<file path="src/rtl/kyber_pkg.sv">
// Shared Kyber coefficient types and constants (q = 7681, 13-bit coefficients).
// Also provides the modular reduction helper used by mult_mod.
package kyber_pkg;
    localparam int WIDTH = 13;
    localparam logic [WIDTH-1:0] Q = 13'd7681;

    typedef logic [WIDTH-1:0] coeff_t;

    typedef struct packed {
        coeff_t hi;
        coeff_t lo;
    } fifo_entry_t;

    function automatic coeff_t mod_q(input logic [2*WIDTH-1:0] x);
        logic [2*WIDTH-1:0] r;
        r = x % {13'd0, Q};
        return r[WIDTH-1:0];
    endfunction
endpackage

</file>
<file path="src/rtl/ntt_butterfly_if.sv">
// Handshake bundle for ntt_butterfly: input pair/twiddle side and result side.
// The master modport drives operands; the slave modport is the butterfly.
interface ntt_butterfly_if import kyber_pkg::*; ();
    logic   in_valid;
    logic   in_ready;
    logic   mode;
    coeff_t u;
    coeff_t v;
    coeff_t w;
    logic   out_valid;
    logic   out_ready;
    coeff_t out_hi;
    coeff_t out_lo;

    modport master (
        output in_valid, mode, u, v, w, out_ready,
        input  in_ready, out_valid, out_hi, out_lo
    );

    modport slave (
        input  in_valid, mode, u, v, w, out_ready,
        output in_ready, out_valid, out_hi, out_lo
    );
endinterface

</file>
<file path="src/rtl/mult_mod.sv">
// Free-running modular multiplier: mod_prod = a*b mod q, MULT_LAT cycles after a/b.
// No enable; the caller tracks which pipeline slots carry real items.
module mult_mod import kyber_pkg::*; #(
    parameter int MULT_LAT = 2
) (
    input  logic   clk,
    input  logic   rst,
    input  coeff_t a,
    input  coeff_t b,
    output coeff_t mod_prod
);
    coeff_t pipe_r [MULT_LAT];

    // Reduce the product on entry, then delay it to the configured latency.
    always_ff @(posedge clk) begin
        if (rst) begin
            for (int i = 0; i < MULT_LAT; i++) pipe_r[i] <= '0;
        end else begin
            pipe_r[0] <= mod_q({13'd0, a} * {13'd0, b});
            for (int i = 1; i < MULT_LAT; i++) pipe_r[i] <= pipe_r[i-1];
        end
    end

    assign mod_prod = pipe_r[MULT_LAT-1];
endmodule

</file>
<file path="src/rtl/ntt_butterfly_add_sub.sv">
// mod_add_sub: combinational (a+b) mod q and (a-b) mod q for operands already below q.
module mod_add_sub import kyber_pkg::*; (
    input  coeff_t a,
    input  coeff_t b,
    output coeff_t sum,
    output coeff_t diff
);
    logic [WIDTH:0] raw_sum_s;
    logic [WIDTH:0] red_sum_s;

    // Single conditional correction suffices because both operands are < q.
    always_comb begin
        raw_sum_s = {1'b0, a} + {1'b0, b};
        red_sum_s = raw_sum_s - {1'b0, Q};
        if (raw_sum_s >= {1'b0, Q}) begin
            sum = red_sum_s[WIDTH-1:0];
        end else begin
            sum = raw_sum_s[WIDTH-1:0];
        end
        if (a < b) begin
            diff = a + (Q - b);
        end else begin
            diff = a - b;
        end
    end
endmodule

</file>
<file path="src/rtl/ntt_butterfly.sv">
// Pipelined Kyber NTT butterfly wrapping mult_mod, with a credit-guarded output skid FIFO.
// Define NTT_BUTTERFLY_GS_EN to add per-item Gentleman-Sande (inverse) mode.
module ntt_butterfly import kyber_pkg::*; #(
    parameter int MULT_LAT   = 2,
    parameter int FIFO_DEPTH = MULT_LAT + 2
) (
    input logic           clk,
    input logic           rst,
    ntt_butterfly_if.slave bus
);
    localparam int PW = $clog2(FIFO_DEPTH);
    localparam int CW = $clog2(FIFO_DEPTH + MULT_LAT + 2) + 1;
    typedef logic [CW-1:0] cnt_t;

    logic                accept_s, pop_s;
    logic [MULT_LAT-1:0] vld_sr_r;
    coeff_t              part_r [MULT_LAT];
    coeff_t              mul_b_s, part_in_s, prod_s;
    coeff_t              ct_hi_s, ct_lo_s, fin_hi_s, fin_lo_s;
    logic                fin_valid_r;
    coeff_t              fin_hi_r, fin_lo_r;
    fifo_entry_t         mem_r [FIFO_DEPTH];
    logic [PW-1:0]       wr_ptr_r, rd_ptr_r;
    cnt_t                count_r, count_next_s, total_s, total_next_s;
    logic                in_ready_r, out_valid_r;

    function automatic logic [PW-1:0] ptr_inc(input logic [PW-1:0] p);
        if (p == PW'(FIFO_DEPTH - 1)) return '0;
        else return p + 1'b1;
    endfunction

    assign accept_s = bus.in_valid && in_ready_r;
    assign pop_s    = out_valid_r && bus.out_ready;

`ifdef NTT_BUTTERFLY_GS_EN
    logic [MULT_LAT-1:0] mode_sr_r;
    coeff_t              in_sum_s, in_diff_s;

    mod_add_sub u_in_as (.a(bus.u), .b(bus.v), .sum(in_sum_s), .diff(in_diff_s));

    // GS multiplies the difference and carries the sum; CT multiplies v and carries u.
    always_comb begin
        if (bus.mode) begin
            mul_b_s   = in_diff_s;
            part_in_s = in_sum_s;
        end else begin
            mul_b_s   = bus.v;
            part_in_s = bus.u;
        end
    end

    // Per-item mode travels alongside the multiplier pipeline.
    always_ff @(posedge clk) begin
        if (rst) begin
            mode_sr_r <= '0;
        end else begin
            mode_sr_r[0] <= bus.mode;
            for (int i = 1; i < MULT_LAT; i++) mode_sr_r[i] <= mode_sr_r[i-1];
        end
    end

    // GS results bypass the output add/sub stage.
    always_comb begin
        if (mode_sr_r[MULT_LAT-1]) begin
            fin_hi_s = part_r[MULT_LAT-1];
            fin_lo_s = prod_s;
        end else begin
            fin_hi_s = ct_hi_s;
            fin_lo_s = ct_lo_s;
        end
    end
`else
    assign mul_b_s   = bus.v;
    assign part_in_s = bus.u;
    assign fin_hi_s  = ct_hi_s;
    assign fin_lo_s  = ct_lo_s;
`endif

    mult_mod #(.MULT_LAT(MULT_LAT)) u_mult (
        .clk(clk), .rst(rst), .a(bus.w), .b(mul_b_s), .mod_prod(prod_s)
    );

    mod_add_sub u_out_as (.a(part_r[MULT_LAT-1]), .b(prod_s), .sum(ct_hi_s), .diff(ct_lo_s));

    // Valid tracking and partial delay line aligned with mult_mod, then the registered add/sub.
    always_ff @(posedge clk) begin
        if (rst) begin
            vld_sr_r    <= '0;
            for (int i = 0; i < MULT_LAT; i++) part_r[i] <= '0;
            fin_valid_r <= 1'b0;
            fin_hi_r    <= '0;
            fin_lo_r    <= '0;
        end else begin
            vld_sr_r[0] <= accept_s;
            part_r[0]   <= part_in_s;
            for (int i = 1; i < MULT_LAT; i++) begin
                vld_sr_r[i] <= vld_sr_r[i-1];
                part_r[i]   <= part_r[i-1];
            end
            fin_valid_r <= vld_sr_r[MULT_LAT-1];
            fin_hi_r    <= fin_hi_s;
            fin_lo_r    <= fin_lo_s;
        end
    end

    // Everything buffered or in flight counts against the FIFO's capacity.
    always_comb begin
        total_s = count_r + cnt_t'(fin_valid_r);
        for (int i = 0; i < MULT_LAT; i++) total_s = total_s + cnt_t'(vld_sr_r[i]);
        total_next_s = total_s + cnt_t'(accept_s) - cnt_t'(pop_s);
        count_next_s = count_r + cnt_t'(fin_valid_r) - cnt_t'(pop_s);
    end

    // Skid FIFO; credit flow guarantees a push never meets a full buffer.
    always_ff @(posedge clk) begin
        if (rst) begin
            for (int i = 0; i < FIFO_DEPTH; i++) mem_r[i] <= '0;
            wr_ptr_r    <= '0;
            rd_ptr_r    <= '0;
            count_r     <= '0;
            in_ready_r  <= 1'b1;
            out_valid_r <= 1'b0;
        end else begin
            if (fin_valid_r) begin
                mem_r[wr_ptr_r] <= '{hi: fin_hi_r, lo: fin_lo_r};
                wr_ptr_r        <= ptr_inc(wr_ptr_r);
            end
            if (pop_s) rd_ptr_r <= ptr_inc(rd_ptr_r);
            count_r     <= count_next_s;
            in_ready_r  <= (total_next_s < cnt_t'(FIFO_DEPTH));
            out_valid_r <= (count_next_s != '0);
        end
    end

    assign bus.in_ready  = in_ready_r;
    assign bus.out_valid = out_valid_r;
    assign bus.out_hi    = mem_r[rd_ptr_r].hi;
    assign bus.out_lo    = mem_r[rd_ptr_r].lo;
endmodule

</file>
<file path="src/flat_wrapper.sv">
// flat-port wrapper written by rule: the top's interface ports become plain ports
module ntt_butterfly_flat import kyber_pkg::*;
#(
    parameter int MULT_LAT   = 2,
    parameter int FIFO_DEPTH = MULT_LAT + 2
)
  (clk, rst, bus_in_valid, bus_mode, bus_u, bus_v, bus_w, bus_out_ready, bus_in_ready, bus_out_valid, bus_out_hi, bus_out_lo);
  ntt_butterfly_if bus_i ();
  input logic clk;
  input logic rst;
  input wire logic [$bits(bus_i.in_valid)-1:0] bus_in_valid;
  input wire logic [$bits(bus_i.mode)-1:0] bus_mode;
  input wire logic [$bits(bus_i.u)-1:0] bus_u;
  input wire logic [$bits(bus_i.v)-1:0] bus_v;
  input wire logic [$bits(bus_i.w)-1:0] bus_w;
  input wire logic [$bits(bus_i.out_ready)-1:0] bus_out_ready;
  output wire logic [$bits(bus_i.in_ready)-1:0] bus_in_ready;
  output wire logic [$bits(bus_i.out_valid)-1:0] bus_out_valid;
  output wire logic [$bits(bus_i.out_hi)-1:0] bus_out_hi;
  output wire logic [$bits(bus_i.out_lo)-1:0] bus_out_lo;
  assign bus_i.in_valid = bus_in_valid;
  assign bus_i.mode = bus_mode;
  assign bus_i.u = bus_u;
  assign bus_i.v = bus_v;
  assign bus_i.w = bus_w;
  assign bus_i.out_ready = bus_out_ready;
  assign bus_in_ready = bus_i.in_ready;
  assign bus_out_valid = bus_i.out_valid;
  assign bus_out_hi = bus_i.out_hi;
  assign bus_out_lo = bus_i.out_lo;
  ntt_butterfly #(.MULT_LAT(MULT_LAT), .FIFO_DEPTH(FIFO_DEPTH)) u_core (.clk(clk), .rst(rst), .bus(bus_i));
endmodule
</file>
<file path="config.mk">
export PLATFORM = sky130hd
export DESIGN_NAME = ntt_butterfly_flat
export DESIGN_NICKNAME = d
export VERILOG_FILES = /design/src/rtl/kyber_pkg.sv /design/src/rtl/ntt_butterfly_if.sv /design/src/rtl/mult_mod.sv /design/src/rtl/ntt_butterfly_add_sub.sv /design/src/rtl/ntt_butterfly.sv /design/src/flat_wrapper.sv
export SDC_FILE = /design/constraint.sdc
export NUM_CORES = 1
export LEC_CHECK = 0
export BUFFER_PORTS_ARGS = -buffer_cell sky130_fd_sc_hd__buf_4
export CAP_MARGIN = 5
export CORE_MARGIN = 10
export CORE_UTILIZATION = 65
export CTS_BUF_LIST = sky130_fd_sc_hd__clkbuf_8 sky130_fd_sc_hd__clkbuf_16
export DETAILED_ROUTE_END_ITERATION = 16
export PLACE_DENSITY = 0.84
export SLEW_MARGIN = 10
export SYNTH_ARGS = -nofsm -noshare
export SYNTH_HDL_FRONTEND = slang
export SYNTH_HIERARCHICAL = 1
export SYNTH_SLANG_ARGS = --single-unit
</file>
<file path="constraint.sdc">
create_clock -name clk -period 30 [get_ports clk]
set_input_delay 4.5 -clock clk [delete_from_list [all_inputs] [get_ports clk]]
set_output_delay 4.5 -clock clk [all_outputs]
set_load 0.005 [all_outputs]
</file>
; After elaboration in Yosys (flattened, before gate mapping)
; Memories as Yosys holds them, arrays and structs flattened. A register that Yosys moved wholly into a read port is not among the register bits.
; Index checks and enable logic that the tools add are counted.
[totals]
wordCells = 59
mem_count = 3
output_inout_bits = 28
reg_bits = 39
mem_bits_rw = 156
[memory_table]
columns = name, depth, word_bits, rd, rd_clocked_by_memory_dff, wr, line
row1 = u_core.mem_r, 4, 26, 1, 1, 4, ntt_butterfly.sv:22  ; fifo_entry_t mem_r [FIFO_DEPTH];
row2 = u_core.part_r, 2, 13, 2, 0, 2, ntt_butterfly.sv:17  ; coeff_t part_r [MULT_LAT];
row3 = u_core.u_mult.pipe_r, 2, 13, 2, 0, 2, mult_mod.sv:12  ; coeff_t pipe_r [MULT_LAT];
[op_classes]
div_mod_pow = 1
order_cmp = 3
addsub = 13
n_bitwise = 4
n_mul = 1
mux = 19
eq_ne = 2
n_reduce_logical = 4
[op_table]
columns = operator, n
row1 = $mux W13, 6
row2 = $mod A26 B13 Y26 const B, 1
row3 = $mul A13 B13 Y26, 1
row4 = $mux W26, 1
row5 = $reduce_or A26 Y1, 1
row6 = $add A4 B1 Y4, 4
row7 = $add A13 B13 Y14, 1
row8 = $ge A14 B13 Y1 const B, 1
row9 = $add A13 B13 Y13, 1
row10 = $lt A13 B13 Y1, 1
row11 = $sub A13 B13 Y13, 1
row12 = $sub A13 B13 Y13 const A, 1
row13 = $sub A13 B13 Y13 const B, 1
row14 = $mux W2, 5
row15 = $sub A4 B1 Y4, 2
row16 = $mux W1, 7
row17 = $add A2 B1 Y2 const B, 2
row18 = $eq A2 B2 Y1 const B, 2
row19 = $lt A4 B3 Y1 const B, 1
row20 = $or A1 B1 Y1, 4
row21 = $reduce_bool A4 Y1, 1
row22 = $logic_and A1 B1 Y1, 2

; Logic depth before layout (Yosys ltp)
; Gate-level depths: netlist of the first run.
[logic_depth]
depth_word = 6
depth_mapped = 74

; Hierarchy
; The synthesis of the first run kept the hierarchy.
[by_module_without_submodules]
columns = module, instances, cells_each, area_per_inst_um2, seq_area_each_um2
row1 = mult_mod, 1, 1746, 13201.4, 520.5
row2 = ntt_butterfly, 1, 438, 6618.8, 4464.3
row3 = mod_add_sub, 1, 367, 2667.6, 0.0

; Least setup slack after synthesis of the first run
; No wires, ideal clock.
[synth_path]
path_type = input to register
startpoint = in bus_v[3]
endpoint = mem u_core/u_mult/pipe_r[0][1] in the netlist's numbering
n_path_buf = 5
setup_time_ps = 65
arrival_ps = 22212
required_ps = 29935
path_stages = 67
setup_slack_ps = 7723
path_cell_list = clkbuf_1 -> and2_1 -> fa_1 -> inv_1 -> fa_1 -> inv_1 -> fa_1 -> inv_1 -> fa_1 -> fa_1 -> inv_1 -> ha_1 -> a21o_1 -> a221o_1 -> buf_4 -> a22o_1 -> or3_4 -> a2111oi_4 -> [... 31 more ...] -> o2111ai_1 -> or3_4 -> a311o_1 -> nor2b_1 -> inv_1 -> ha_1 -> nand3_1 -> a2111o_1 -> a21oi_4 -> buf_6 -> xnor2_1 -> ha_1 -> inv_1 -> nor2_1 -> nand4_1 -> a21oi_2 -> mux2_1 -> nor2_1
[synth_rtl]
columns = element, line
row1 = from (decl), flat_wrapper.sv:14  ; input wire logic [$bits(bus_i.v)-1:0] bus_v;
row2 = to (decl), mult_mod.sv:12

==> summary.md, run 1 <==
| Metric | Value |
|---|---|
| Outcome | `finished clean` |
| Port-buffer cells | `70` |
| Fraction of registers with async set/reset | `0%` |
| Top layer used by detailed routing | `met4` |
| Share of post-route cells with drive strength above 1 | `10.81%` |
| Cell at the root of the clock tree | `sky130_fd_sc_hd__clkbuf_16` |
| Violation count after the first detailed-route iteration | `1,691` |
| Area fraction of the dominant cell type after synthesis | `13.89%` |
| Most common library cells after synthesis | `230 x sky130_fd_sc_hd__and2_1, 228 x sky130_fd_sc_hd__inv_1, 211 x sky130_fd_sc_hd__nand2_1, 146 x sky130_fd_sc_hd__nor2_1` |
| Post-detailed-routing wire length | `59,000 um` |
| Max-cap check violation count | `0` |
| Avg WL per Cell | `19.67 um` |
| Startpoint class of the critical path | `input pin` |
| Hold Slack | `432.7 ps` |
| RSZ-0062 raised after global routing | `no` |
| WP buf/inv | `8` |
| Syn Nets | `2,859` |
| Worst EP required | `30,370 ps` |
| Proportion of synthesized chip area in sequential cells | `22.17%` |
| Number of CTS-inserted buffers | `17` |
| TNS Setup | `0 ps` |
| Commonest register cell after synthesis | `sky130_fd_sc_hd__edfxtp_1` |
| Detail-routed via count per cell | `6.399` |
| Ports | `72` |
| Clock network latency to the later pin of the worst-skew pair | `430 ps` |
| Drt drc | `0` |
| RD Place Congestion | `0.9679` |
| CTS resizes | `0` |
| H-Tree Level Count | `4` |
| Cell area after technology mapping | `22,490 sq um` |
| Worst Setup End Kind | `register` |
| Number of inserted diodes | `0` |
| Vertical die dimension | `206 um` |
| Core Region | `34,370 sq um` |
| Worst setup path category | `input pin to register` |
| Relative slew margins | `30.45%` |
| Nets@finish | `2,840` |
| Detailed-routing wirelength on met1 | `25,560 um` |
| CTS tree | `done` |
| Number of failing hold endpoints at the final stage | `0` |
| Kind of cell with the highest combined delay on the critical path | `compound AO/OA/AOI/OAI gates` |
| Area leader, netlist | `sky130_fd_sc_hd__edfxtp_1` |
| Peak Freq | `0.03921 GHz` |
| Slowest cell on the critical path | `sky130_fd_sc_hd__mux2i_1` |
| ANT nets after route | `0` |
| Number of enable flip-flop cells after synthesis | `104` |
| Final worst-path cycle share | `85.00%` |
| Post-Syn Area per Cell | `8.815 sq um` |
| Count of endpoints failing setup in the final report | `0` |
| Main area contributors after synthesis | `sky130_fd_sc_hd__edfxtp_1 14%, sky130_fd_sc_hd__fa_1 12%, sky130_fd_sc_hd__dfxtp_1 8.3%` |
| Gate count of the mapped netlist | `2,551` |
| Library cell with the highest instance count after synthesis | `sky130_fd_sc_hd__and2_1` |
| Hold bufs inserted after CTS | `0` |
| Final setup skew | `8.293 ps` |
| Met3 wire length | `3657 um` |
| Worst path most repeated cell | `sky130_fd_sc_hd__inv_1` |
| Horizontal die dimension | `206 um` |
| Standard cell area after detailed placement | `23,130 sq um` |
| Max Root-Sink Buffers | `2` |
| Antenna violations before repair | `0` |
| Initial cell density of the core | `65.42%` |
| Max incr delay on CP | `850 ps` |
| Class of the most critical hold timing path | `register to register` |
| Critical path arrival | `25,870 ps` |
| Post-route cell area | `23,710 sq um` |
| All-Layer GR Usage | `27.86%` |
| Final max-slew violation count | `0` |
| Die area | `42,440 sq um` |
| Setup bufs post-CTS | `0` |
| Worst R2R Setup Slack | `26,500 ps` |
| Maximum number of pins on one net before global-route repair | `67` |
| Total number of clock tree sinks | `197` |
| Worst slew pin tran | `1042 ps` |
| Initial DRT Pass Iterations | `5` |
| Yosys warning count | `6` |
| Total via count in the routed design | `19,200` |
| Synth Register Bits | `197` |
| Final Critical Period | `25,500 ps` |
| Area growth from synthesis to layout | `5.425%` |
| Gr ovfl total | `0` |
| Via count of the first global-routing pass | `19,300` |
| CP max FO | `16` |
| Distinct cell type count after synthesis | `131` |
| Std cell rows | `68` |
| Clock transition time at the flip-flop clock pins of the worst setup and hold paths | `70 ps` |
| Wire length on met2 | `28,620 um` |
| First-pass GRT wire length | `97,280 um` |
| Detailed placer's ending HPWL | `45,200 um` |
[stage by stage]
| step | setup WS, ps | cells | utilization [%] |
|---|---|---|---|
| final | 4499 | 3000 | 68.97 |
| after global routing | 3187 | 3000 | 68.97 |
| after detailed placement | 4673 | 2968 | 67.29 |
| after global placement | 5053 | 2968 | 67.29 |
| after CTS | 5029 | 3000 | 68.97 |
| after floorplan | 7723 | 2551 | - |
[cells in the final DEF (no fill, tap or decap), types with 23 or more instances in the layout]
| cell | count |
|---|---|
| sky130_fd_sc_hd__xnor2_1 | 81 |
| sky130_fd_sc_hd__xor2_1 | 35 |
| sky130_fd_sc_hd__edfxtp_1 | 104 |
| sky130_fd_sc_hd__or2_2 | 23 |
| sky130_fd_sc_hd__a21oi_1 | 108 |
| sky130_fd_sc_hd__fa_1 | 132 |
| sky130_fd_sc_hd__mux4_2 | 26 |
| sky130_fd_sc_hd__nor2b_1 | 77 |
| sky130_fd_sc_hd__and2_1 | 230 |
| sky130_fd_sc_hd__a31oi_1 | 30 |
| sky130_fd_sc_hd__a21o_1 | 33 |
| sky130_fd_sc_hd__inv_1 | 228 |
| sky130_fd_sc_hd__nor3_1 | 57 |
| sky130_fd_sc_hd__buf_4 | 80 |
| sky130_fd_sc_hd__o21ai_0 | 79 |
| sky130_fd_sc_hd__ha_1 | 132 |
| sky130_fd_sc_hd__nand2_1 | 211 |
| sky130_fd_sc_hd__nand3_1 | 56 |
| sky130_fd_sc_hd__dfxtp_1 | 92 |
| sky130_fd_sc_hd__or3_1 | 26 |
| sky130_fd_sc_hd__nor2_1 | 145 |
[state kept, by name, indices dropped and copies added (netlist names), named ones only]
name,flops
u_core/bus.in_ready,1
u_core/bus.out_valid,1
u_core/count_r,4
u_core/fin_hi_r,13
u_core/fin_lo_r,13
u_core/fin_valid_r,1
u_core/mem_r,104
u_core/part_r,26
u_core/rd_ptr_r,2
u_core/u_mult/pipe_r,26
u_core/vld_sr_r,2
u_core/wr_ptr_r,2
[worst paths after layout]
path,from,end,cells past startpoint
worst min-delay path,u_core/part_r[0][2],u_core/part_r[0][15],1
worst max-delay path,bus_w[5],u_core/u_mult/pipe_r[0][1],64
worst max register to register,u_core/u_mult/pipe_r[0][18],u_core/fin_hi_r[1],11
worst min register to register,u_core/part_r[0][2],u_core/part_r[0][15],1
[cell type report]
class,count,area (sq um)
multi-input cells,2007,16110
fillers,2736,10670
flip-flops and latches,197,4986
inverters,229,859.6
repair buffers,80,600.6
well taps,455,569.3
clock buffers,17,425.4
clock inverters,15,152.6
[layer usage]
metal  track usage (%)  vias up
met5                 0        -
li1                  -     8967
met3             3.809      101
met1             36.46     9388
met2             47.19      741
met4             8.131        0
[logic make-up after synthesis]
| kind of cell | after synthesis | share of synthesized area [%] |
|---|---|---|
| and+or+nand+nor | 986 | 24.04 |
| AOI/OAI and AO/OA | 575 | 19.27 |
| buffers and inverters | 347 | 6.215 |
| adders and majority gates | 268 | 19.27 |
| DFF | 197 | 22.17 |
| xor gates and xnor gates | 123 | 5.052 |
| muxes | 55 | 3.984 |
Power of run 1 is not shown: default switching activity piles up to over one toggle a cycle in this logic, so the estimate is an artifact.
==> run 2: changes to the inputs <==
--- a/config.mk
+++ b/config.mk
@@ -12,6 +12,7 @@
 export CTS_BUF_LIST = sky130_fd_sc_hd__clkbuf_8 sky130_fd_sc_hd__clkbuf_16
 export DETAILED_ROUTE_END_ITERATION = 16
 export PLACE_DENSITY = 0.84
+export REMOVE_ABC_BUFFERS = 1
 export SLEW_MARGIN = 10
 export SYNTH_ARGS = -nofsm -noshare
 export SYNTH_HDL_FRONTEND = slang
==> summary.md, run 2 (synthesis gave the netlist of run 1 again) <==
| Metric | Value |
|---|---|
| Horizontal die dimension | `206 um (unchanged)` |
| RSZ-0062 raised after global routing | `no` |
| Final setup skew | `18.28 ps (+9.986 ps)` |
| Detailed placer's ending HPWL | `42,710 um (-5.5%)` |
| RD Place Congestion | `0.9359 (-3.3%)` |
| Non-filler instance count after layout | `2,997 (-0.10%)` |
| Max Root-Sink Buffers | `2 (unchanged)` |
| Slowest cell on the critical path | `sky130_fd_sc_hd__mux2i_1` |
| Clock transition time at the flip-flop clock pins of the worst setup and hold paths | `90 ps (+20 ps)` |
| Number of failing hold endpoints at the final stage | `0 (unchanged)` |
| Port-buffer cells | `70 (unchanged)` |
| CTS resizes | `0 (unchanged)` |
| Share of post-route cells with drive strength above 1 | `10.78% (-0.027 points)` |
| First-pass GRT wire length | `95,160 um (-2.2%)` |
| Regs by FF count | `u_core/mem_r x104, u_core/part_r x26, u_core/u_mult/pipe_r x26` |
| Detail-routed via count per cell | `6.435 (+0.56%)` |
| Class of the most critical hold timing path | `register to register` |
| Relative slew margins | `22.95% (-7.5 points)` |
| Number of CTS-inserted buffers | `17 (unchanged)` |
| Number of inserted diodes | `0 (unchanged)` |
| Critical path arrival | `25,380 ps (-490 ps)` |
| Outcome | `finished clean` |
| Worst EP required | `30,370 ps (about the same)` |
| Most frequent standard cell in the layout excluding fill and tap cells | `sky130_fd_sc_hd__and2_1` |
| Final worst-path cycle share | `83.36% (-1.6 points)` |
| Fraction of the core area covered by cells at the end of the flow | `69.11% (+0.13 points)` |
| Hold Slack | `432.8 ps (+0.05400 ps)` |
| Die area | `42,440 sq um (unchanged)` |
| Setup bufs post-CTS | `0 (unchanged)` |
| Antenna violations before repair | `0 (unchanged)` |
| TNS Setup | `0 ps (unchanged)` |
| Peak Freq | `0.03999 GHz (+2.0%)` |
| Initial cell density of the core | `65.42% (unchanged)` |
| Core Region | `34,370 sq um (unchanged)` |
| Initial DRT Pass Iterations | `7 (+2)` |
| Violation count after the first detailed-route iteration | `1,731 (+2.4%)` |
| Std cell rows | `68 (unchanged)` |
| Count of endpoints failing setup in the final report | `0 (unchanged)` |
| Area growth from synthesis to layout | `5.631%` |
| Worst setup path category | `input pin to register` |
| Cell at the root of the clock tree | `sky130_fd_sc_hd__clkbuf_16` |
| CP max FO | `16 (unchanged)` |
| Max-cap check violation count | `0 (unchanged)` |
| Gr ovfl total | `0 (unchanged)` |
| Final Critical Period | `25,010 ps (-493.1 ps)` |
| ANT nets after route | `0 (unchanged)` |
| H-Tree Level Count | `4 (unchanged)` |
| Hold bufs inserted after CTS | `0 (unchanged)` |
| Avg WL per Cell | `19.43 um (-1.2%)` |
| Max incr delay on CP | `810 ps (-40 ps)` |
| Worst path most repeated cell | `sky130_fd_sc_hd__fa_1` |
| Final max-slew violation count | `0 (unchanged)` |
| Vertical die dimension | `206 um (unchanged)` |
| Maximum number of pins on one net before global-route repair | `67 (unchanged)` |
| CTS tree | `done` |
| Worst Setup End Kind | `register` |
| Clock network latency to the later pin of the worst-skew pair | `450 ps (+20 ps)` |
| Post-detailed-routing wire length | `58,240 um (-1.3%)` |
| Worst slew pin tran | `1152 ps (+110.0 ps)` |
| Max reg flops | `104 (unchanged)` |
| Total number of clock tree sinks | `197 (unchanged)` |
| Leading cell types in the layout, fill and taps excluded | `230 x sky130_fd_sc_hd__and2_1, 228 x sky130_fd_sc_hd__inv_1, 211 x sky130_fd_sc_hd__nand2_1` |
| Via count of the first global-routing pass | `18,970 (-1.7%)` |
| Startpoint class of the critical path | `input pin` |
| Total via count in the routed design | `19,290 (+0.46%)` |
| Instance count after placement with tap cells included | `2,965 (-0.10%)` |
| Ports | `72 (unchanged)` |
| All-Layer GR Usage | `27.16% (-0.70 points)` |
| Register bank with the most flops | `u_core/mem_r` |
| Drt drc | `0 (unchanged)` |
| Nets@finish | `2,837 (-0.11%)` |
-- run 2: stage by stage --
| stage | setup WS (ps) | area [sq um] |
|---|---|---|
| floorplan | 7493 | 21950 |
| global placement | 5277 | 23110 |
| detailed placement | 5080 | 23110 |
| CTS | 5473 | 23750 |
| global route | 3718 | 23750 |
| finish | 4992 | 23750 |
-- run 2: critical path, delay by kind of cell --
family	cells	cell delay, ps
buf+inv	5	520
mux	3	1560
compound gates	25	9110
simple gates	18	5810
xor+xnor	1	250
fa+ha+maj	8	3620
-- run 2: path summary, 6_finish.rpt --
check | startpoint | end | slack [ps] | cells after the start
max | bus_w[4] | u_core/u_mult/pipe_r[0][1] | 4990 | 60
min | u_core/part_r[0][9] | u_core/part_r[0][22] | 430 | 1
max reg2reg | u_core/part_r[0][14] | u_core/fin_lo_r[12] | 26170 | 11
min reg2reg | u_core/part_r[0][9] | u_core/part_r[0][22] | 430 | 1
-- run 2: per-layer routing --
metal | vias up | wire length, um | track usage (%)
li1 | 8978 | - | -
met1 | 9268 | 24140 | 34.53
met2 | 897 | 28570 | 46.96
met3 | 143 | 3866 | 3.323
met4 | 0 | 1661 | 9.070
met5 | - | 0 | 0
-- run 2: final cells by class --
cell class / instances / area (sq um)
Fill cell: 2634 / 10620
Clock buffer: 17 / 425.4
Clock inverter: 15 / 221.5
Multi-Input combinational cell: 2007 / 16110
Inverter: 229 / 859.6
Tap cell: 455 / 569.3
Sequential cell: 197 / 4986
Timing Repair Buffer: 77 / 578.1
Power of run 2 is left out for the same reason.
